<file path="config.mk">
export PLATFORM = sky130hd
export DESIGN_NAME = bin_bcd_convert
export DESIGN_NICKNAME = d
export VERILOG_FILES = /design/src/rtl/bcd_conv_pkg.sv /design/src/rtl/bcd_dabble_row.sv /design/src/rtl/bin_bcd_convert.sv
export SDC_FILE = /design/constraint.sdc
export NUM_CORES = 2
export LEC_CHECK = 0
export CORE_ASPECT_RATIO = 1.2
export CORE_UTILIZATION = 62
export CTS_BUF_LIST = sky130_fd_sc_hd__clkbuf_8 sky130_fd_sc_hd__clkbuf_16
export CTS_CLUSTER_SIZE = 40
export DETAILED_ROUTE_END_ITERATION = 12
export DONT_BUFFER_PORTS = 1
export PLACE_DENSITY_LB_ADDON = 0.15
export SYNTH_ARGS = -nofsm -noshare
export SYNTH_HDL_FRONTEND = slang
export SYNTH_SLANG_ARGS = --single-unit
</file>
<file path="constraint.sdc">
create_clock -name clk -period 8 [get_ports clk]
set_input_delay 1.6 -clock clk [delete_from_list [all_inputs] [get_ports clk]]
set_output_delay 1.6 -clock clk [all_outputs]
set_load 0.03 [all_outputs]
</file>
<file path="src/rtl/bcd_conv_pkg.sv">
// Shared types and helpers for the binary-to-BCD converter.
package bcd_conv_pkg;

  typedef enum logic [1:0] {
    IDLE  = 2'd0,
    CONV  = 2'd1,
    ROUND = 2'd2,
    DONE  = 2'd3
  } state_t;

  // Digits needed for a wid-bit value, rounded up to a whole digit.
  function automatic int unsigned bcd_width(input int unsigned wid);
    return ((wid + (wid - 32'd4) / 32'd3) + 32'd3) & 32'hFFFF_FFFC;
  endfunction

  function automatic logic [3:0] add3(input logic [3:0] d);
    return (d >= 4'd5) ? d + 4'd3 : d;
  endfunction

endpackage

</file>
<file path="src/rtl/bcd_dabble_row.sv">
// One double-dabble row: add 3 to every digit >= 5, then shift one operand bit in.
module bcd_dabble_row
  import bcd_conv_pkg::*;
#(
  parameter int unsigned BCDWID = 20
) (
  input  logic [BCDWID-1:0] digits,
  input  logic              shift_in,
  output logic [BCDWID-1:0] result
);

  localparam int unsigned NDIG = BCDWID / 4;

  logic [BCDWID-1:0] adj;
  logic              unused_msb;

  for (genvar i = 0; i < NDIG; i++) begin : g_dig
    assign adj[4*i +: 4] = add3(digits[4*i +: 4]);
  end

  // The top bit never carries for a correctly sized accumulator.
  assign result     = {adj[BCDWID-2:0], shift_in};
  assign unused_msb = adj[BCDWID-1];

endmodule

</file>
<file path="src/rtl/bin_bcd_convert.sv">
// Multi-cycle binary-to-BCD converter: integer (double dabble) or fraction
// (repeated x10 with optional round-half-up on a guard digit).
module bin_bcd_convert
  import bcd_conv_pkg::*;
#(
  parameter  int unsigned WID    = 128,
  parameter  int unsigned DEP    = 2,
  parameter  int unsigned DPC    = 2,
  localparam int unsigned BCDWID = bcd_width(WID),
  localparam int unsigned NDIG   = BCDWID / 4
) (
  input  logic              clk,
  input  logic              rst,
  input  logic              in_valid,
  output logic              in_ready,
  input  logic [WID-1:0]    in_bin,
  input  logic              in_frac,
  input  logic              in_rnd,
  input  logic              abort,
  output logic              out_valid,
  input  logic              out_ready,
  output logic [BCDWID-1:0] out_bcd,
  output logic              out_frac,
  output logic              busy
);

  localparam int unsigned ACCW     = BCDWID + 4;
  localparam int unsigned CNT_INT  = WID / DEP;
  localparam int unsigned CNT_FRAC = (NDIG + 1) / DPC;
  localparam int unsigned CNTW     = $clog2(WID + 1);

  if (DEP == 0 || DPC == 0 || (WID % DEP) != 0 || ((NDIG + 1) % DPC) != 0) begin : g_param_err
    $error("bin_bcd_convert: illegal WID/DEP/DPC combination");
  end

  state_t            state_q, state_d;
  logic [CNTW-1:0]   cnt_q, cnt_d;
  logic [WID-1:0]    opnd_q, opnd_d;
  logic [ACCW-1:0]   acc_q, acc_d;
  logic              frac_q, frac_d;
  logic              rnd_q, rnd_d;
  logic [BCDWID-1:0] bcd_q, bcd_d;
  logic              ofrac_q, ofrac_d;

  assign in_ready  = (state_q == IDLE) & ~abort & ~rst;
  assign busy      = (state_q != IDLE);
  assign out_valid = (state_q == DONE);
  assign out_bcd   = bcd_q;
  assign out_frac  = ofrac_q;

  // Integer mode: DEP cascaded dabble rows, MSB-first operand bits.
  logic [BCDWID-1:0] row_v [DEP+1];
  assign row_v[0] = acc_q[BCDWID-1:0];

  for (genvar k = 0; k < DEP; k++) begin : g_row
    bcd_dabble_row #(.BCDWID(BCDWID)) u_row (
      .digits   (row_v[k]),
      .shift_in (opnd_q[WID-1-k]),
      .result   (row_v[k+1])
    );
  end

  // Fraction mode: DPC cascaded x10 stages; the integer part of each product is a digit.
  logic [WID-1:0]  frac_f;
  logic [WID+3:0]  frac_p;
  logic [ACCW-1:0] frac_acc;

  always_comb begin
    frac_f   = opnd_q;
    frac_p   = '0;
    frac_acc = acc_q;
    for (int s = 0; s < DPC; s++) begin
      frac_p   = ({4'b0000, frac_f} << 3) + ({4'b0000, frac_f} << 1);
      frac_f   = frac_p[WID-1:0];
      frac_acc = {frac_acc[ACCW-5:0], frac_p[WID+3:WID]};
    end
  end

  // Round half up on the guard digit with decimal carry through all result digits.
  logic [BCDWID-1:0] rnd_bcd;
  logic              rnd_c;
  logic [3:0]        rnd_dig;

  always_comb begin
    rnd_bcd = acc_q[ACCW-1:4];
    rnd_c   = rnd_q && (acc_q[3:0] >= 4'd5);
    rnd_dig = '0;
    for (int i = 0; i < NDIG; i++) begin
      rnd_dig = rnd_bcd[4*i +: 4];
      if (rnd_c) begin
        if (rnd_dig == 4'd9) begin
          rnd_bcd[4*i +: 4] = 4'd0;
        end else begin
          rnd_bcd[4*i +: 4] = rnd_dig + 4'd1;
          rnd_c             = 1'b0;
        end
      end
    end
  end

  // Next-state and datapath update.
  always_comb begin
    state_d = state_q;
    cnt_d   = cnt_q;
    opnd_d  = opnd_q;
    acc_d   = acc_q;
    frac_d  = frac_q;
    rnd_d   = rnd_q;
    bcd_d   = bcd_q;
    ofrac_d = ofrac_q;

    unique case (state_q)
      IDLE: begin
        if (in_valid && in_ready) begin
          opnd_d  = in_bin;
          frac_d  = in_frac;
          rnd_d   = in_rnd;
          acc_d   = '0;
          cnt_d   = in_frac ? CNTW'(CNT_FRAC) : CNTW'(CNT_INT);
          state_d = CONV;
        end
      end
      CONV: begin
        cnt_d = cnt_q - CNTW'(1);
        if (frac_q) begin
          opnd_d = frac_f;
          acc_d  = frac_acc;
        end else begin
          opnd_d = opnd_q << DEP;
          acc_d  = {4'b0000, row_v[DEP]};
        end
        if (cnt_q == CNTW'(1)) begin
          if (frac_q) begin
            state_d = ROUND;
          end else begin
            bcd_d   = row_v[DEP];
            ofrac_d = 1'b0;
            state_d = DONE;
          end
        end
      end
      ROUND: begin
        bcd_d   = rnd_bcd;
        ofrac_d = 1'b1;
        state_d = DONE;
      end
      DONE: begin
        if (out_ready) state_d = IDLE;
      end
      default: state_d = IDLE;
    endcase

    if (abort) state_d = IDLE;
  end

  always_ff @(posedge clk) begin
    if (rst) begin
      state_q <= IDLE;
      cnt_q   <= '0;
      opnd_q  <= '0;
      acc_q   <= '0;
      frac_q  <= 1'b0;
      rnd_q   <= 1'b0;
      bcd_q   <= '0;
      ofrac_q <= 1'b0;
    end else begin
      state_q <= state_d;
      cnt_q   <= cnt_d;
      opnd_q  <= opnd_d;
      acc_q   <= acc_d;
      frac_q  <= frac_d;
      rnd_q   <= rnd_d;
      bcd_q   <= bcd_d;
      ofrac_q <= ofrac_d;
    end
  end

endmodule

</file>
# Word-level counts from Yosys, hierarchy flattened
# Cells that the tools add are included.
# W data, S select, Z words.
[classes]
reduce_logical = 11
mux = 276
n_addsub = 132
n_mul = 0
bitwise_logic = 4
order_cmp = 86
n_eq_ne = 51
n_shift = 0
div_mod_pow = 0
[ops]
columns = ["cell", "n"]
rows = [
  ["$mux W4", 170],
  ["$mux W176", 2],
  ["$pmux W176 S2", 1],
  ["$ge A4 B3 Y1 const B", 86],
  ["$mux W172", 2],
  ["$pmux W172 S2", 1],
  ["$add A4 B2 Y4 const B", 84],
  ["$add A131 B129 Y132", 2],
  ["$mux W128", 2],
  ["$pmux W128 S2", 1],
  ["$add A4 B1 Y4 const B", 43],
  ["$eq A4 B4 Y1 const B", 43],
  ["$mux W1", 87],
  ["$pmux W8 S2", 1],
  ["$eq A8 B1 Y1 const B", 1],
  ["$mux W8", 1],
  ["$pmux W2 S4", 1],
  ["$sub A8 B1 Y8 const B", 1],
  ["$mux W7", 1],
  ["$add A3 B2 Y3 const B", 2],
  ["$mux W2", 3],
  ["$mux W3", 2],
  ["$reduce_and A3 Y1", 2],
  ["$reduce_bool A2 Y1", 3],
  ["11 further kinds", 18],
]
[totals]
mem_bits_ro = 0
in_bits = 135
ram_bits = 0
latchBits = 0
elab_cells = 568
regBits = 489
output_inout_bits = 176
memories = 0

# Longest topological paths before layout
[logic_depth]
depth_word = 46
depth_mapped = 32
ltp_nobuf = 31

# Hierarchy
# Synthesis repeated with hierarchy kept, for this count alone.
[unflattened]
cells_unflattened = 6996
area_unflattened_um2 = 49521.2
[by_module_without_submodules]
columns = ["mod", "area_each_um2", "instances", "seq_area_each_um2", "cells_per_inst"]
rows = [
  ["bin_bcd_convert", 40830.4, 1, 9789.4, 5626],
  ["bcd_dabble_row", 4345.4, 2, 0.0, 685],
]

# Worst setup path after synthesis
# OpenSTA, ideal clock, no wires.
[synth_timing]
path_type = "flip-flop to flip-flop"
from = "reg opnd_q[0]"
to = "reg opnd_q[125]"
period_less_slack_ps = 6505
required_ps = 7868
slack_ps = 1495
arrival_ps = 6373
setup_time_ps = 132
n_path_buf = 0
stages_incl_launch_ff = 32
path_cell_list = "dfxtp_1 -> ha_1 -> fa_1 -> a211oi_1 -> nor2_1 -> a211o_1 -> o21ai_2 -> o21ai_2 -> a31oi_1 -> o31ai_4 -> a211oi_1 -> o21ai_1 -> a311oi_1 -> o21a_1 -> o21ai_0 -> a21boi_1 -> xnor2_1 -> ha_1 -> a21oi_1 -> o21bai_1 -> a21oi_1 -> o21ai_0 -> a21o_1 -> a21oi_1 -> nand3_1 -> or3b_1 -> a41oi_1 -> nor3_1 -> a211oi_1 -> xnor2_1 -> a221oi_1 -> nor3_1"
[synth_via]
elab_chain_cells = 4
[synth_lines]
columns = ["item", "line", "text"]
rows = [
  ["start: declaration", "bin_bcd_convert.sv:38", "logic [WID-1:0] opnd_q, opnd_d;"],
  ["start signal: assignment", "bin_bcd_convert.sv:169", "opnd_q <= opnd_d;"],
  ["$add A131 B129 Y132 (2 in a row)", "bin_bcd_convert.sv:73", "frac_p = ({4'b0000, frac_f} << 3) + ({4'b0000, frac_f} << 1);"],
  ["$mux W128", "bin_bcd_convert.sv:125", "if (frac_q) begin"],
  ["$pmux W128 S2", "bin_bcd_convert.sv:112", "unique case (state_q)"],
]
# No other way between the ends.
# A chain may end at the register's enable or synchronous reset.

# Worst setup path after layout
[layout_timing]
from = "reg opnd_q[0]"
to = "reg opnd_q[113]"
# The elaborated chain is that of the path after synthesis.

==> impl_metrics.csv <==
group,metric,value,unit
outcome,outcome,"finished, violations left",
outcome,failed_checks,"slew limit",
pwr,ir_worst_vdd,171.0,µV
cts,clkSlewWorstSetupHoldPaths,0.06,ns
timing,worstMarginPinSlew,1.687,ns
synth,syn_nets,7742,
synth,synth-edff-count,0,
floorplanning,die_h,313.3,µm
route,drtIter0Drc,5244,
timing,fin_crit,7.474,ns
worst_setup_path,worstPathArrival,7.94,ns
synth,synth-main-ff-cell,"dfxtp_1",
route,vias,52470,
timing,finalHoldViolCount,0,
timing,skew,0.03261,ns
floorplanning,chipWidth,261.4,µm
synth,synth_cell_types,98,
global_routing,grt_pass1_wl,263500,µm
cts,clockRootBuffer,"clkbuf_16",
synth,synth_xor_area_frac,0.06210,
finish,drive_above_1_share,0.03574,
timing,drv_slew,184,
route,ant_nets,0,
route,drt-vias-per-instance,6.719,
global_routing,grtUsageTotal,0.3970,
placed_design,dp.cells,7704,
timing,hold_ws,0.4916,ns
timing,setup_violations,0,
floorplanning,io_pins,311,
pwr,p_leak,21.08,nW
worst_setup_path,reg2reg_setup_slack,0.53,ns
synth,synthSimpleGateAreaFrac,0.2285,
pwr,p_total,0.007222,W
synth,syn-instance-count,7091,
global_routing,met1_usage,0.5008,
cts,post_cts_resized,0,
global_routing,overflow,0,
synth,synth_compound_area_frac,0.2977,
global_routing,grt_pass1_vias,48490,
job,cap_violations,0,
synth,ys_ff_latch,489,
global_routing,grt_antenna_before_repair,4,
finish,nets,7378,
global_routing,grt_use_met2,0.6429,
synth,async_flop_share,0,
floorplanning,rows,113,
timing,period_share,0.9342,
worst_setup_path,cp-start-kind,"flop",
synth,netlist_area,50060,µm²
worst_setup_path,critical-path-slowest-cell,"fa_1",
cts,cts_htree_levels,2,
floorplanning,core_area,79600,µm²
worst_setup_path,endpoint_kind,"flop",
worst_setup_path,cpPeakStageDelay,0.43,ns
worst_setup_path,critPathMaxFanout,6,
floorplanning,dieArea,81890,µm²
placed_design,globalplace.congestion,0.9867,
floorplanning,initial_core_util,0.6289,
cts,hold_buffers,0,
cts,post_cts_buffers,0,
global_routing,grt_util_met3,0.05402,
timing,rsz0062_at_grt,"yes",
cts,cts_buffer_depth,3,
synth,synth_top_family_by_area,"compound AO/OA/AOI/OAI gates",
synth,synth-warning-count,0,
placed_design,io_buffers,0,
pwr,p_per_area,138.6,nW/µm²
route,wire_per_inst,21.71,µm
worst_setup_path,path_class,"reg -> reg",
hold_path,hold_class,"reg -> reg",
route,drcViolationCount,0,
placed_design,hpwl,122800,µm
worst_setup_path,crit_required,8.46,ns
route,dr.pass1.iters,6,
synth,synthAdderAreaFrac,0.1293,
cts,clk_latency,0.67,ns
synth,seq_area_frac_synth,0.1955,
cts,cts_buffers,56,
route,totalWireLength,169600,µm
finish,synthToLayoutAreaGrowth,4.049,%
global_routing,grt-busiest-layer,"met2",
timing,slew-limit-headroom,-0.1243,
finish,final_cells,7810,
cts,cts_num_sinks,489,
cts,cts_tree,"yes",
global_routing,grt_max_degree,493,
timing,clock.fmax,133.8,MHz
synth,muxShareOfSynthArea,0.02964,
synth,synth.avg_cell_area,7.060,µm²
[per-stage QoR]
step                      cell area, µm²  setup TNS, ns  utilization  worst slack [ns]
after floorplan                    50060              0            -             1.495
after global placement             50010              0       0.6283            0.6182
after detailed placement           50010              0       0.6283            0.3774
after CTS                          52050              0       0.6539            0.3254
after global routing               52090      -0.006777       0.6544         -0.006777
final                              52090              0       0.6544            0.5264
[routing by layer]
| layer | up-vias | part of all wire |
|---|---|---|
| met3 | 537 | 0.077 |
| met2 | 2346 | 0.46 |
| met5 | - | 0 |
| met1 | 24640 | 0.41 |
| met4 | 0 | 0.061 |
| li1 | 24950 | - |
[synthesized netlist by cell type, types with 25 or more instances]
master,count,share of area
a211oi_1,151,0.023
a21boi_0,66,0.0099
a21o_1,120,0.018
a21oi_1,719,0.072
a221oi_1,138,0.024
a22oi_1,134,0.020
a31oi_1,28,0.0035
and3_1,25,0.0031
buf_1,30,0.0022
clkbuf_1,416,0.031
dfxtp_1,489,0.20
ha_1,514,0.13
inv_1,288,0.022
mux2_2,34,0.0076
mux2i_1,110,0.022
nand2_1,695,0.052
nand2b_1,97,0.012
nand3_1,136,0.014
nand3b_1,29,0.0043
nand4_1,89,0.011
nor2_1,882,0.066
nor2b_1,26,0.0032
nor3_1,265,0.026
nor3b_1,92,0.014
nor4_1,33,0.0041
o211ai_1,95,0.014
o21a_1,68,0.010
o21ai_0,500,0.050
o21bai_1,61,0.0091
o221ai_1,26,0.0045
o22ai_1,38,0.0047
or3_1,27,0.0034
xnor2_1,250,0.044
xor2_1,105,0.018
[layout by cell type (no fill, tap or decap), types with 27 or more instances in the layout]
| master | n |
|---|---|
| xnor2_1 | 250 |
| nor3_1 | 264 |
| nand2b_1 | 97 |
| ha_1 | 513 |
| o21a_1 | 67 |
| or3_1 | 27 |
| xor2_1 | 105 |
| a21o_1 | 120 |
| mux2i_1 | 110 |
| nor2_1 | 880 |
| nand2_1 | 694 |
| o21bai_1 | 61 |
| nor3b_1 | 92 |
| a211oi_1 | 150 |
| a221oi_1 | 138 |
| nand4_1 | 89 |
| o22ai_1 | 38 |
| mux2_2 | 34 |
| o21ai_0 | 499 |
| nand3_1 | 136 |
| nand3b_1 | 29 |
| buf_4 | 39 |
| nor4_1 | 33 |
| a22oi_1 | 134 |
| o211ai_1 | 95 |
| clkbuf_16 | 56 |
| a21oi_1 | 717 |
| a31oi_1 | 27 |
| dfxtp_1 | 488 |
| inv_1 | 295 |
| a21boi_0 | 65 |
[report_power, final]
part | switching (W) | leakage (nW) | internal (W)
Combinational | 0.00111 | 16.1 | 0.000588
Sequential | 0.000126 | 3.96 | 0.00250
Clock | 0.00119 | 1.02 | 0.00171
[cells by family after synthesis]
kind of cell	Yosys count
buffers and inverters	754
adder cells (fa/ha/maj)	516
AO/OA/AOI/OAI	2344
flip-flops	489
XOR/XNOR	355
multiplexers	144
AND/OR/NAND/NOR	2489
[registers in the layout, summed over array words and instances (netlist names)]
name	flops
state_q	2
acc_q	176
out_frac	1
out_bcd	172
rnd_q	1
frac_q	1
opnd_q	128
cnt_q	8
[worst paths after layout]
path              from     endpoint  depth (start not counted)
max          opnd_q[0]  opnd_q[113]                         31
min           cnt_q[3]     cnt_q[3]                          2
max reg2reg  opnd_q[0]  opnd_q[113]                         31
min reg2reg   cnt_q[3]     cnt_q[3]                          2
[critical path: cells and delay by family, from the launching register on]
| family | cells | cell delay (ns) |
|---|---|---|
| buffers and inverters | 1 | 0.19 |
| AND/OR/NAND/NOR | 4 | 0.72 |
| XOR/XNOR | 2 | 0.35 |
| adder cells (fa/ha/maj) | 3 | 1.03 |
| AO/OA/AOI/OAI | 21 | 4.63 |
| flip-flops | 1 | 0.36 |
[cell type report]
| class | instances | area, µm² |
|---|---|---|
| clock inverters | 38 | 525.5 |
| clock buffers | 64 | 1511 |
| flip-flops and latches | 489 | 9793 |
| inverters | 291 | 1095 |
| well taps | 1035 | 1295 |
| diodes | 4 | 10.01 |
| fillers | 7350 | 27510 |
| multi-input cells | 5848 | 37530 |
| repair buffers | 41 | 332.8 |
No activity file was read; power rests on OpenSTA's default activity.
